## src/rtl/pipeline_hazard_ctrl.sv

```systemverilog
// pipeline_hazard_ctrl: stall/flush sequencer for load-use, flag-use, branch flush, cache-miss freeze and HLT drain
module pipeline_hazard_ctrl #(
  parameter int MISS_TIMEOUT = 255,
  parameter int CNT_W = 16
) (
  input  logic             clk,
  input  logic             rst,
  input  logic             ID_EX_MemRead,
  input  logic [3:0]       ID_EX_Rd,
  input  logic             ID_EX_SetsFlags,
  input  logic [3:0]       IF_ID_Rs,
  input  logic [3:0]       IF_ID_Rt,
  input  logic             IF_ID_UsesRt,
  input  logic             IF_ID_IsBranch,
  input  logic             IF_ID_Halt,
  input  logic             BranchTaken,
  input  logic             MEM_WB_Halt,
  input  logic             imiss,
  input  logic             dmiss,
  output logic             PC_Write,
  output logic             IF_ID_Write,
  output logic             IF_ID_Flush,
  output logic             ID_EX_Write,
  output logic             ID_EX_Flush,
  output logic             EX_MEM_Write,
  output logic             MEM_WB_Flush,
  output logic             halted,
  output logic             miss_timeout,
  output logic [CNT_W-1:0] stall_count,
  output logic [2:0]       state
);
  typedef enum logic [2:0] {RUN = 3'd0, IMISS = 3'd1, DMISS = 3'd2, DRAIN = 3'd3, HALTED = 3'd4} state_t;
  state_t st, nxt;
  logic [CNT_W-1:0] miss_cnt;
  logic hazard, in_miss, enter_miss;
  assign hazard = (ID_EX_MemRead && ID_EX_Rd != 4'd0 &&
                   (ID_EX_Rd == IF_ID_Rs || (IF_ID_UsesRt && ID_EX_Rd == IF_ID_Rt))) ||
                  (IF_ID_IsBranch && ID_EX_SetsFlags);
  assign state = st;
  assign in_miss = st == IMISS || st == DMISS;
  assign enter_miss = (nxt == IMISS || nxt == DMISS) && nxt != st;
  always_comb begin
    PC_Write = 1'b1;
    IF_ID_Write = 1'b1;
    IF_ID_Flush = 1'b0;
    ID_EX_Write = 1'b1;
    ID_EX_Flush = 1'b0;
    EX_MEM_Write = 1'b1;
    MEM_WB_Flush = 1'b0;
    nxt = st;
    if (rst) begin
      PC_Write = 1'b0;
      IF_ID_Write = 1'b0;
      ID_EX_Write = 1'b0;
      EX_MEM_Write = 1'b0;
      IF_ID_Flush = 1'b1;
      ID_EX_Flush = 1'b1;
      MEM_WB_Flush = 1'b1;
      nxt = RUN;
    end else if (st == HALTED) begin
      PC_Write = 1'b0;
      IF_ID_Write = 1'b0;
      ID_EX_Write = 1'b0;
      EX_MEM_Write = 1'b0;
      MEM_WB_Flush = 1'b1;
    end else if (dmiss) begin
      PC_Write = 1'b0;
      IF_ID_Write = 1'b0;
      ID_EX_Write = 1'b0;
      EX_MEM_Write = 1'b0;
      MEM_WB_Flush = 1'b1;
      IF_ID_Flush = st == DRAIN;
      nxt = st == DRAIN ? DRAIN : DMISS;
    end else if (st == DRAIN) begin
      PC_Write = 1'b0;
      IF_ID_Flush = 1'b1;
      nxt = MEM_WB_Halt ? HALTED : DRAIN;
    end else if (hazard) begin
      PC_Write = 1'b0;
      IF_ID_Write = 1'b0;
      ID_EX_Flush = 1'b1;
      nxt = st == IMISS && imiss ? IMISS : RUN;
    end else if (imiss) begin
      PC_Write = BranchTaken;
      IF_ID_Flush = 1'b1;
      nxt = BranchTaken || st == DMISS ? RUN : IMISS;
    end else if (BranchTaken) begin
      IF_ID_Flush = 1'b1;
      nxt = RUN;
    end else if (IF_ID_Halt) begin
      PC_Write = 1'b0;
      IF_ID_Flush = 1'b1;
      nxt = DRAIN;
    end else begin
      nxt = RUN;
    end
  end
  always_ff @(posedge clk) begin
    if (rst) begin
      st <= RUN;
      halted <= 1'b0;
      miss_timeout <= 1'b0;
      stall_count <= '0;
      miss_cnt <= '0;
    end else begin
      st <= nxt;
      halted <= nxt == HALTED;
      miss_cnt <= enter_miss ? '0 : (in_miss && ~&miss_cnt) ? miss_cnt + 1'b1 : miss_cnt;
      if (miss_cnt == CNT_W'(MISS_TIMEOUT))
        miss_timeout <= 1'b1;
      stall_count <= (!PC_Write && st != HALTED && ~&stall_count) ? stall_count + 1'b1 : stall_count;
    end
  end
endmodule

```

## config.mk

```make
export PLATFORM = sky130hd
export DESIGN_NAME = pipeline_hazard_ctrl
export DESIGN_NICKNAME = d
export VERILOG_FILES = /design/src/rtl/pipeline_hazard_ctrl.sv
export SDC_FILE = /design/constraint.sdc
export NUM_CORES = 1
export LEC_CHECK = 0
export BUFFER_PORTS_ARGS = -buffer_cell sky130_fd_sc_hd__buf_2
export CAP_MARGIN = 40
export CELL_PAD_IN_SITES_DETAIL_PLACEMENT = 1
export CELL_PAD_IN_SITES_GLOBAL_PLACEMENT = 2
export CORE_ASPECT_RATIO = 1.4
export CORE_MARGIN = 10
export CORE_UTILIZATION = 33
export CTS_CLUSTER_SIZE = 8
export DETAILED_ROUTE_END_ITERATION = 7
export GPL_TIMING_DRIVEN = 0
export PLACE_DENSITY_LB_ADDON = 0.25
export RECOVER_POWER = 25
export SYNTH_ARGS = -nofsm -noshare
export SYNTH_HDL_FRONTEND = slang
export SYNTH_SLANG_ARGS = --single-unit
```

## constraint.sdc

```tcl
create_clock -name clk -period 4.7 [get_ports clk]
set_input_delay 0.94 -clock clk [delete_from_list [all_inputs] [get_ports clk]]
set_output_delay 0.94 -clock clk [all_outputs]
set_load 0.02 [all_outputs]
```

Yosys cells after proc, flatten, opt, wreduce, memory -nomap -nowiden
Cells that the tools add are included.
- bits of input ports: 23
- register bits: 37
- logic and storage cells: 84
- equality and inequality tests: 12
- reduce and logical (&&, ||, !) cells: 21
- muxes and demuxes: 44
- add/sub/neg operators: 2
- operators by type and width (operator ; number):
    1-bit 2-to-1 mux ; 35
    16-bit by 1-bit adder with 16-bit output, second input constant ; 2
    16-bit AND reduction ; 2
    16-bit by 8-bit equality test with 1-bit output, second input constant ; 1
    3-bit 2-to-1 mux ; 5
    3-bit by 2-bit equality test with 1-bit output, second input constant ; 3
    1-bit logical AND ; 9
    4-bit equality test ; 2
    2-bit 2-to-1 mux ; 4
    3-bit by 1-bit equality test with 1-bit output, second input constant ; 2
    3-bit equality test, second input constant ; 2
    1-bit logical OR ; 5
    4-bit nonzero test ; 1
    1-bit zero test ; 3
    3-bit inequality test ; 1
    3-bit inequality test, second input constant ; 1
    2-bit OR reduction ; 1

Depth between registers and ports, before layout
Gate-level depths: netlist (run 1).
- depth in word-level cells: 14
- depth in mapped cells: 9

Worst setup path after synthesis (run 1)
No wires, ideal clock.
- path kind: input -> output
- start point: in ID_EX_Rd[0]
- end point: out IF_ID_Flush
- data arrival time: 2.341 ns
- stages: 5
- required time: 3.760 ns
- slack: 1.419 ns
- buffers on the path: 1
- cells stage by stage: o41ai_4 -> nor2_2 -> or3b_1 -> buf_6 -> o211ai_1
- longest elaborated chain between the ends: 10
- ends and longest elaborated chain (item ; RTL line ; source):
    from (decl) ; 9 ; input logic [3:0] ID_EX_Rd,
    4-bit equality test ; 37 ; (ID_EX_Rd == IF_ID_Rs || (IF_ID_UsesRt && ID_EX_Rd == IF_ID_Rt))) ||
    1-bit logical AND ; 37 ;
    1-bit logical OR ; 37 ;
    1-bit logical AND * ; 36 ; assign hazard = (ID_EX_MemRead && ID_EX_Rd != 4'd0 &&
    1-bit logical OR * ; 37 ;
    1-bit 2-to-1 mux * ; 78 ; end else if (hazard) begin
    1-bit 2-to-1 mux * ; 74 ; end else if (st == DRAIN) begin
    1-bit 2-to-1 mux * ; 66 ; end else if (dmiss) begin
    1-bit 2-to-1 mux * ; 60 ; end else if (st == HALTED) begin
    1-bit 2-to-1 mux * ; 51 ; if (rst) begin
    to (decl) ; 22 ; output logic IF_ID_Flush,
Mark *: on every way between the ends. The rest lies on a longest branch, timed or not.

Worst setup path in the final report (run 1)
- start point: in rst
- end point: out PC_Write
- longest elaborated chain between the ends: 1
- ends and longest elaborated chain (item ; RTL line ; source):
    from (decl) ; 7 ; input logic rst,
    1-bit 2-to-1 mux ; 51 ;
    to (decl) ; 20 ; output logic PC_Write,
No other way between the ends.

==> out/qor.yml, run 1 <==
sta:
  period_needed_ns: 3.531
  whs_ns: 0.4704
  clock_skew_ns: 0.007203
  setup_slack_ns: 1.169
  hold_viol_final: 0
  fmax_ghz: 0.2832
  worstMarginPinSlew_ns: 0.5548
  setup_violations: 0
  fin_crit_sh_pct: 75.12
  maxSlewHeadroom_pct: 62.73
  rsz0062_at_grt: "false"
  slew_violations: 0
  finalSetupTns_ns: 0
floorplanning:
  dieWidth_microns: 88.31
  ios: 51
  rows: 34
  die_y_microns: 115.6
  die_area_sq_um: 10210
  fp.coreArea_sq_um: 6296
  initial_core_util_pct: 34.24
critical_path:
  worst_setup_path_start_kind: "primary input"
  cp_max_fo: 10
  r2r-start: "state[2]"
  cp-startpoint: "rst"
  cp_slowest_stage_delay_ns: 0.36
  crit_arrival_ns: 2.59
  cpMostUsedCell: "buf_2"
  crit_required_ns: 3.76
  cp-end-kind: "output pin"
  path_cells: "clkbuf_1 > inv_1 > nand2_4 > inv_2 > nand4_2 > nor3_4 > buf_2 > buf_2"
  reg2regPathDepth: 8
  criticalPathCategory: "in -> out"
  slowest_stage: "nor3_4"
clock_tree:
  cts_buffer_depth: 2
  post_cts_resized: 0
  cts_sinks: 37
  cts_tree: "done"
  numCtsBuffers: 5
  clk-insertion-delay-late_ns: 0.29
  hold_buffers: 0
  cts.clk_slew.worst_paths_ns: 0.07
  cts-root-buf: "clkbuf_8"
  postCtsSetupRepairBufs: 0
  htree_levels: 2
finish:
  nNetsFinal: 337
  fin_cells: 385
  fin_util_pct: 41.10
  layout_commonest_cell: "nor2_1"
  final_area_sq_um: 2587
  fillers: 798
  final_cell_mix: "nor2_1 (39), dfxtp_1 (37), buf_2 (34)"
  areaGrowthSynthToFinish_pct: 20.02
  drive_gt1_share_pct: 20.13
  diodes: 0
yosys:
  yosys_warnings: 0
  ys_seq_area_share_pct: 34.36
  synth-seq-cells: 37
  synth_top_area_share_pct: 34.36
  syn_nets: 281
  yosys.area.top_type: "dfxtp_1"
  ys_dominant_reg_cell: "dfxtp_1"
  syn_area_sq_um: 2156
  syn_area_per_cell_sq_um: 8.421
  synth_cell_types: 54
  synth-async-reset-ratio_pct: 0
  synthTopCellsByArea: "dfxtp_1 (34%), xnor2_1 (7.3%), nor2_1 (6.8%), nand2_1 (4.4%), a21oi_1 (2.8%)"
  synth-edff-count: 0
  synthCells: 256
route:
  drc: 0
  post_drt_wl_per_cell_microns: 15.25
  drt-initial-drc-count: 59
  vias_per_cell: 5.260
  antenna_left: 0
  routed_wl_microns: 5870
  vias: 2025
  dr.pass1.iters: 4
global_routing:
  grt_pass1_vias: 2160
  grt_use_total_pct: 12.33
  grt-ovfl-total: 0
  grt_max_degree: 12
  grt_antenna_before_repair: 0
  grt_first_pass_wirelength_microns: 10160
pwr:
  p_total_mw: 0.7030
  power_density_nw_per_um2: 271.7
  vdd_drop_max_v: 0.0001472
  leakage_nw: 0.9738
hold_path:
  worstHoldPathCells: 2
  hold_start: "miss_timeout"
  holdCritPathClass: "reg -> reg"
placed_design:
  place.detailed.hpwl_microns: 4747
  dp_slack_ns: 1.091
  dpl.cell_count: 377
  dpl_cell_area_sq_um: 2491
  globalplace.congestion: 0.7315
  io_buffers: 49
run:
  maxCapViolCount: 0
status:
  status: "finished clean"
per-layer routing:
layer,vias to the layer above,track usage [%],share of wire [%],routed length [microns]
met5,-,0,0,0
met4,0,3.243,1.2,69
met3,5,3.933,4.1,241
met2,33,23.41,55,3229
met1,962,12.46,40,2329
li1,1025,-,-,-
worst max-delay path, delay by kind of cell:
family	cells	cell delay, ns
simple gates	3	0.58
buf+inv	5	1.06
worst paths after layout:
path / endpoint / slack (ns)
setup / recovery: PC_Write / 1.17
hold / removal: miss_timeout / 0.47
setup reg to reg: stall_count[3] / 2.56
hold reg to reg: miss_timeout / 0.47
final cells by class:
class / count / area [sq um] / share of cell area, %
multi-input cells: 205 / 1335 / 51.60
flip-flops and latches: 37 / 740.7 / 28.63
repair buffers: 49 / 225.2 / 8.704
well taps: 72 / 90.09 / 3.482
clock buffers: 7 / 86.33 / 3.337
plain buffers: 8 / 57.56 / 2.224
clock inverters: 1 / 30.03 / 1.161
inverters: 6 / 22.52 / 0.8704
kinds of logic after synthesis:
logic type                 share of synthesized area, %
buffers and inverters                             3.714
muxes                                             3.772
DFF                                               34.36
xor gates and xnor gates                          9.750
adders and majority gates                         1.161
AOI/OAI and AO/OA                                 12.83
and+or+nand+nor                                   34.42
state kept, by name, summed over array words and instances, names as in the netlist:
register,cells
miss_cnt,16
state,3
stall_count,16
halted,1
miss_timeout,1
where the power goes:
| part | total [mW] | internal, mW | switching [mW] |
|---|---|---|---|
| clock network | 0.285 | 0.173 | 0.112 |
| logic | 0.0930 | 0.0385 | 0.0545 |
| registers | 0.325 | 0.318 | 0.00664 |
synth_stat cells (2+ instances only):
| library cell | instances |
|---|---|
| o21bai_1 | 2 |
| nand3_1 | 12 |
| ha_1 | 2 |
| o21ai_0 | 5 |
| nand2_1 | 25 |
| inv_1 | 5 |
| dfxtp_1 | 37 |
| nand4_1 | 8 |
| buf_6 | 3 |
| and3_1 | 5 |
| and4_1 | 3 |
| or3_1 | 4 |
| nor2b_1 | 7 |
| a21oi_1 | 12 |
| o211ai_1 | 2 |
| nor4_1 | 6 |
| xnor2_1 | 18 |
| nor3_1 | 6 |
| a31oi_1 | 2 |
| o31ai_1 | 4 |
| nor4b_1 | 2 |
| or3b_1 | 2 |
| mux2_1 | 2 |
| mux2_2 | 3 |
| xor2_1 | 6 |
| or4_1 | 6 |
| clkbuf_1 | 2 |
| nor2_1 | 39 |
Note: power is estimated with default switching activity, not from simulation.
==> run 2: changes to the inputs <==
CORE_UTILIZATION = 28   (was 33)
clock period = 2.86 ns   (was 4.7 ns; I/O delays follow)
==> run 2 against run 1 <==
  * Hold slack improved by 0.021 ns
  * Critical endpoint is now IF_ID_Flush
  * Clock power rose by 67%
  * Largest cell class unchanged
  * Cell count rose by 6.8%
  * Critical path type unchanged
==> out/qor.yml, run 2 (synthesis results as in run 1) <==
pwr:
  p_sw_share_pct: 25.24  # +0.59 points
  p_total_mw: 1.167  # +66%
  p_sw_mw: 0.2944  # +70%
  power_density_nw_per_um2: 443.8  # +63%
  pwr-share-comb_pct: 13.4  # +0.2 points
  pwr-share-seq_pct: 45.8  # -0.4 points
  clockPowerShare_pct: 40.8  # +0.2 points
  vdd_drop_max_v: 0.0001945  # +32%
  leakage_nw: 0.9828  # +0.92%
  p_int_mw: 0.8723  # +65%
floorplanning:
  initial_core_util_pct: 29.10  # -5.1 points
  die_y_microns: 123.8  # +7.1%
  die_area_sq_um: 11660  # +14%
  fp.coreArea_sq_um: 7407  # +18%
  rows: 37  # +8.8%
  dieWidth_microns: 94.16  # +6.6%
  ios: 51  # unchanged
finish:
  areaGrowthSynthToFinish_pct: 21.94
  drive_gt1_share_pct: 21.34  # +1.2 points
  fillers: 946  # +19%
  layout_commonest_cell: "nor2_1"
  fin_cells: 411  # +6.8%
  diodes: 0  # unchanged
  nNetsFinal: 338  # +0.30%
  final_cell_mix: "nor2_1 (39), dfxtp_1 (36), buf_2 (35)"
sta:
  whs_ns: 0.4918  # +0.02146 ns
  fin_crit_sh_pct: 94.73
  clock_skew_ns: 0.007290  # +0.00008704 ns
  maxSlewHeadroom_pct: 59.79  # -2.9 points
  rsz0062_at_grt: "false"
  slew_violations: 0  # unchanged
  worstMarginPinSlew_ns: 0.5986  # +0.04383 ns
  period_needed_ns: 2.709
  fmax_ghz: 0.3691
  setup_violations: 0  # unchanged
  hold_viol_final: 0  # unchanged
status:
  status: "finished clean"
placed_design:
  dpl.cell_count: 402  # +6.6%
  globalplace.congestion: 0.7453  # +1.9%
  io_buffers: 49  # unchanged
  place.detailed.hpwl_microns: 4927  # +3.8%
clock_tree:
  cts_sinks: 37  # unchanged
  hold_buffers: 0  # unchanged
  cts.clk_slew.worst_paths_ns: 0.08  # about the same
  cts-root-buf: "clkbuf_8"
  clk-insertion-delay-late_ns: 0.29  # about the same
  numCtsBuffers: 5  # unchanged
  cts_buffer_depth: 2  # unchanged
  cts_tree: "done"
  htree_levels: 2  # unchanged
global_routing:
  grt_pass1_vias: 2165  # +0.23%
  grt_antenna_before_repair: 0  # unchanged
  grt_first_pass_wirelength_microns: 10520  # +3.5%
  grt-ovfl-total: 0  # unchanged
  grt_use_total_pct: 11.13  # -1.2 points
  grt_max_degree: 12  # unchanged
critical_path:
  path_buf_inv: 3  # -2
  cp_slowest_stage_delay_ns: 0.40  # +0.04 ns
  slowest_stage: "o41ai_4"
  cpMostUsedCell: "buf_2"
  criticalPathCategory: "in -> out"
  cp_top_family: "compound AO/OA/AOI/OAI gates"
  path_cells: "buf_2 > o41ai_4 > nor2_2 > or3b_1 > buf_6 > o211ai_1 > buf_2"
  cp-end-kind: "output pin"
  worst_setup_path_start_kind: "primary input"
  cp_max_fo: 7  # -3
  crit_required_ns: 2.29  # -1.47 ns
  crit_arrival_ns: 2.14  # -0.45 ns
route:
  drc: 0  # unchanged
  antenna_left: 0  # unchanged
  vias_per_cell: 4.937  # -6.1%
  post_drt_wl_per_cell_microns: 15.02  # -1.5%
  dr.pass1.iters: 5  # +1
  routed_wl_microns: 6172  # +5.1%
  vias: 2029  # +0.20%
  drt-initial-drc-count: 18  # -69%
run:
  maxCapViolCount: 0  # unchanged
hold_path:
  holdCritPathClass: "reg -> reg"
[run 2: cell count changes in the layout (fill, tap and decap cells not counted), sizes merged]
cell / change
clkbuf: -1
buf: +2
[run 2: area by class of cell]
type / instances / area (sq um) / share of cell area [%]
multi-input combinational: 205 / 1335 / 50.79
sequential: 37 / 742.0 / 28.22
timing repair buffer: 50 / 234.0 / 8.901
tap: 97 / 121.4 / 4.617
clock buffer: 7 / 86.33 / 3.284
buffer: 8 / 57.56 / 2.189
clock inverter: 1 / 30.03 / 1.142
inverter: 6 / 22.52 / 0.8567
[run 2: metal layers]
metal	vias to the layer above	GRT usage [%]	routed length [microns]
met5	-	0	0
met4	0	3.714	60
met3	4	3.492	314
met2	38	20.61	3280
met1	961	11.47	2517
li1	1026	-	-
[run 2: worst min-delay path: stages, from the launching register on]
cell and delay, ns:
dfxtp_1 0.33, a31oi_1 0.04, nor2_1 0.08
[run 2: worst paths after layout]
| path | from | end | cells after the start | slack, ns |
|---|---|---|---|---|
| setup reg to reg | state[1] | stall_count[3] | 7 | 0.59 |
| hold / removal | miss_timeout | miss_timeout | 2 | 0.49 |
| hold reg to reg | miss_timeout | miss_timeout | 2 | 0.49 |
| setup / recovery | ID_EX_Rd[0] | IF_ID_Flush | 7 | 0.15 |
[run 2: stage by stage]
stage,setup WS (ns),cell area [sq um],utilization (%),TNS [ns]
after floorplan,0.3149,2156,-,0
after global placement,-0.09071,2522,34.05,-0.09071
after detailed placement,-0.07818,2522,34.05,-0.07818
after CTS,0.08169,2646,35.73,0
after global routing,0.03245,2629,35.49,0
final,0.1508,2629,35.49,0
[run 2: repair_timing]
action                     CTS  global route
setup buffers                1             0
cloned                       0             0
pin swaps                    1             0
resized for setup            0             2
setup endpoints to repair    1             1
hold endpoints to repair     0             0
[run 2: power by group through the flow]
stage / sequential [mW] / combinational [mW] / clock [mW]
3_5_place_dp: 0.547 / 0.159 / 0
3_3_place_gp: 0.546 / 0.157 / 0
2_1_floorplan: 0.552 / 0.0945 / 0
5_1_grt: 0.537 / 0.174 / 0.514
6_report: 0.535 / 0.156 / 0.476
4_1_cts: 0.535 / 0.162 / 0.497
==> run 3: changes to the inputs <==
ABC_CLOCK_PERIOD_IN_PS = 2860   (was default)
BUFFER_PORTS_ARGS = -buffer_cell sky130_fd_sc_hd__buf_4   (was -buffer_cell sky130_fd_sc_hd__buf_2)
GPL_TIMING_DRIVEN = default   (was 0)
==> run 3 against run 2 <==
  * Via count grew 1.0%
  * Register-to-register slack lost 0.08 ns
  * Critical path type unchanged
  * Sequential cell count is the same
  * Critical endpoint is now ID_EX_Flush
  * Largest power group unchanged
==> out/qor.yml, run 3 (synthesis results as in run 1) <==
sta:
  fmax_ghz: 0.3843  # +4.1%
  maxSlewHeadroom_pct: 61.25  # +1.5 points
  period_needed_ns: 2.602  # -0.1070 ns
  slew_violations: 0  # unchanged
  hold_viol_final: 0  # unchanged
  setup_violations: 0  # unchanged
  clock_skew_ns: 0.008184  # +0.0008941 ns
  worstMarginPinSlew_ns: 0.5769  # -0.02176 ns
  rsz0062_at_grt: "false"
  fin_crit_sh_pct: 90.98  # -3.7 points
  finalSetupTns_ns: 0  # unchanged
route:
  dr.pass1.iters: 4  # -1
  routed_wl_microns: 6068  # -1.7%
  drt-initial-drc-count: 43  # +25
  post_drt_wl_per_cell_microns: 14.87  # -0.96%
  antenna_left: 0  # unchanged
  vias: 2050  # +1.0%
  drc: 0  # unchanged
  vias_per_cell: 5.025  # +1.8%
floorplanning:
  fp.coreArea_sq_um: 7407  # unchanged
  dieWidth_microns: 94.16  # unchanged
  initial_core_util_pct: 29.10  # unchanged
  die_area_sq_um: 11660  # unchanged
  rows: 37  # unchanged
  die_y_microns: 123.8  # unchanged
  ios: 51  # unchanged
critical_path:
  cpMostUsedCell: "buf_4"
  cp_max_fo: 4  # -3
  path_buf_inv: 2  # -1
  crit_arrival_ns: 2.03  # -0.11 ns
  worst_setup_path_start_kind: "primary input"
  cp-end-kind: "output pin"
  cp_top_family: "compound AO/OA/AOI/OAI gates"
  criticalPathCategory: "in -> out"
  slowest_stage: "or3b_1"
  path_cells: "buf_4 > o41ai_4 > nor2_2 > or3b_1 > a31o_2 > buf_4"
  crit_required_ns: 2.29  # about the same
  cp_slowest_stage_delay_ns: 0.45  # +0.05 ns
clock_tree:
  htree_levels: 2  # unchanged
  cts_tree: "done"
  cts.clk_slew.worst_paths_ns: 0.07  # about the same
  cts_sinks: 37  # unchanged
  numCtsBuffers: 5  # unchanged
  hold_buffers: 0  # unchanged
  cts-root-buf: "clkbuf_8"
  postCtsSetupRepairBufs: 0  # -1
  cts_buffer_depth: 2  # unchanged
  clk-insertion-delay-late_ns: 0.29  # about the same
  post_cts_resized: 0  # unchanged
pwr:
  pwr-share-comb_pct: 15.5  # +2.1 points
  p_int_mw: 0.7703  # -12%
  p_sw_share_pct: 26.98  # +1.7 points
  leakage_nw: 0.9878  # +0.52%
  p_sw_mw: 0.2845  # -3.4%
  power_density_nw_per_um2: 396.0  # -11%
  p_total_mw: 1.055  # -9.6%
  vdd_drop_max_v: 0.0001771  # -9.0%
  clockPowerShare_pct: 33.8  # -7.0 points
  pwr-share-seq_pct: 50.7  # +4.9 points
placed_design:
  io_buffers: 50  # +2.0%
  place.detailed.hpwl_microns: 4884  # -0.86%
  globalplace.congestion: 0.7394  # -0.79%
global_routing:
  grt-ovfl-total: 0  # unchanged
  grt_pass1_vias: 2165  # unchanged
  grt_first_pass_wirelength_microns: 10390  # -1.2%
  grt_antenna_before_repair: 0  # unchanged
  grt_max_degree: 27  # +15
  grt_use_total_pct: 10.88  # -0.25 points
run:
  maxCapViolCount: 0  # unchanged
finish:
  drive_gt1_share_pct: 20.90  # -0.44 points
  layout_commonest_cell: "buf_4"
  nNetsFinal: 335  # -0.89%
  final_cell_mix: "buf_4 (42), nor2_1 (39), dfxtp_1 (37)"
  areaGrowthSynthToFinish_pct: 23.56
  diodes: 0  # unchanged
hold_path:
  holdCritPathClass: "reg -> reg"
status:
  status: "finished clean"
## run 3: cell types whose count changed in the layout (fill, tap and decap cells not counted), moves of 2 or more
cell	change
clkbuf_1	-2
buf_4	+40
buf_2	-35
buf_6	-3
## run 3: worst register-to-register path, stage by stage (launching register included)
cell     delay [ns]
dfxtp_1        0.47
nor3b_4        0.39
nor2_4         0.08
nand2_4        0.11
inv_2          0.07
nand4_2        0.11
nor3_4         0.07
buf_4          0.20
nor4b_1        0.39
mux2_2         0.37
## run 3: worst paths after layout
kind                                    from               to  slack, ns  cells after the start
worst max-delay path             ID_EX_Rd[0]      ID_EX_Flush       0.26                      6
worst min-delay path            miss_timeout     miss_timeout       0.48                      2
worst max register to register      state[2]  stall_count[15]       0.51                      9
worst min register to register  miss_timeout     miss_timeout       0.48                      2
## run 3: through the flow
| step | util (%) | worst slack (ns) | instances | hold WS [ns] | instance area, sq um |
|---|---|---|---|---|---|
| after floorplan | - | 0.3149 | 256 | 0.4768 | 2156 |
| after global placement | 35.54 | 0.2530 | 400 | 0.4696 | 2633 |
| after detailed placement | 35.54 | 0.2458 | 400 | 0.4720 | 2633 |
| after CTS | 36.62 | 0.2350 | 408 | 0.4899 | 2713 |
| after global routing | 35.96 | 0.1592 | 408 | 0.5249 | 2664 |
| final | 35.96 | 0.2578 | 408 | 0.4843 | 2664 |
## run 3: cell type report
class	count	area, sq um
Clock buffer	8	80.08
Fill cell	928	4743
Inverter	6	22.52
Multi-Input combinational cell	205	1335
Sequential cell	37	740.7
Tap cell	97	121.4
Timing Repair Buffer	55	364.1
## run 3: power groups by stage
stage	Combinational [mW]	Clock (mW)	Sequential, mW
2_1_floorplan	0.0945	0	0.552
3_3_place_gp	0.167	0	0.547
3_5_place_dp	0.170	0	0.547
4_1_cts	0.170	0.373	0.535
5_1_grt	0.181	0.402	0.536
6_report	0.163	0.357	0.535
## run 3: per-layer routing
layer	routed length, microns	vias to the layer above	track usage (%)
met5	0	-	0
met1	2404	993	11.25
li1	-	1016	-
met4	60	0	2.857
met3	287	6	3.371
met2	3316	35	20.48
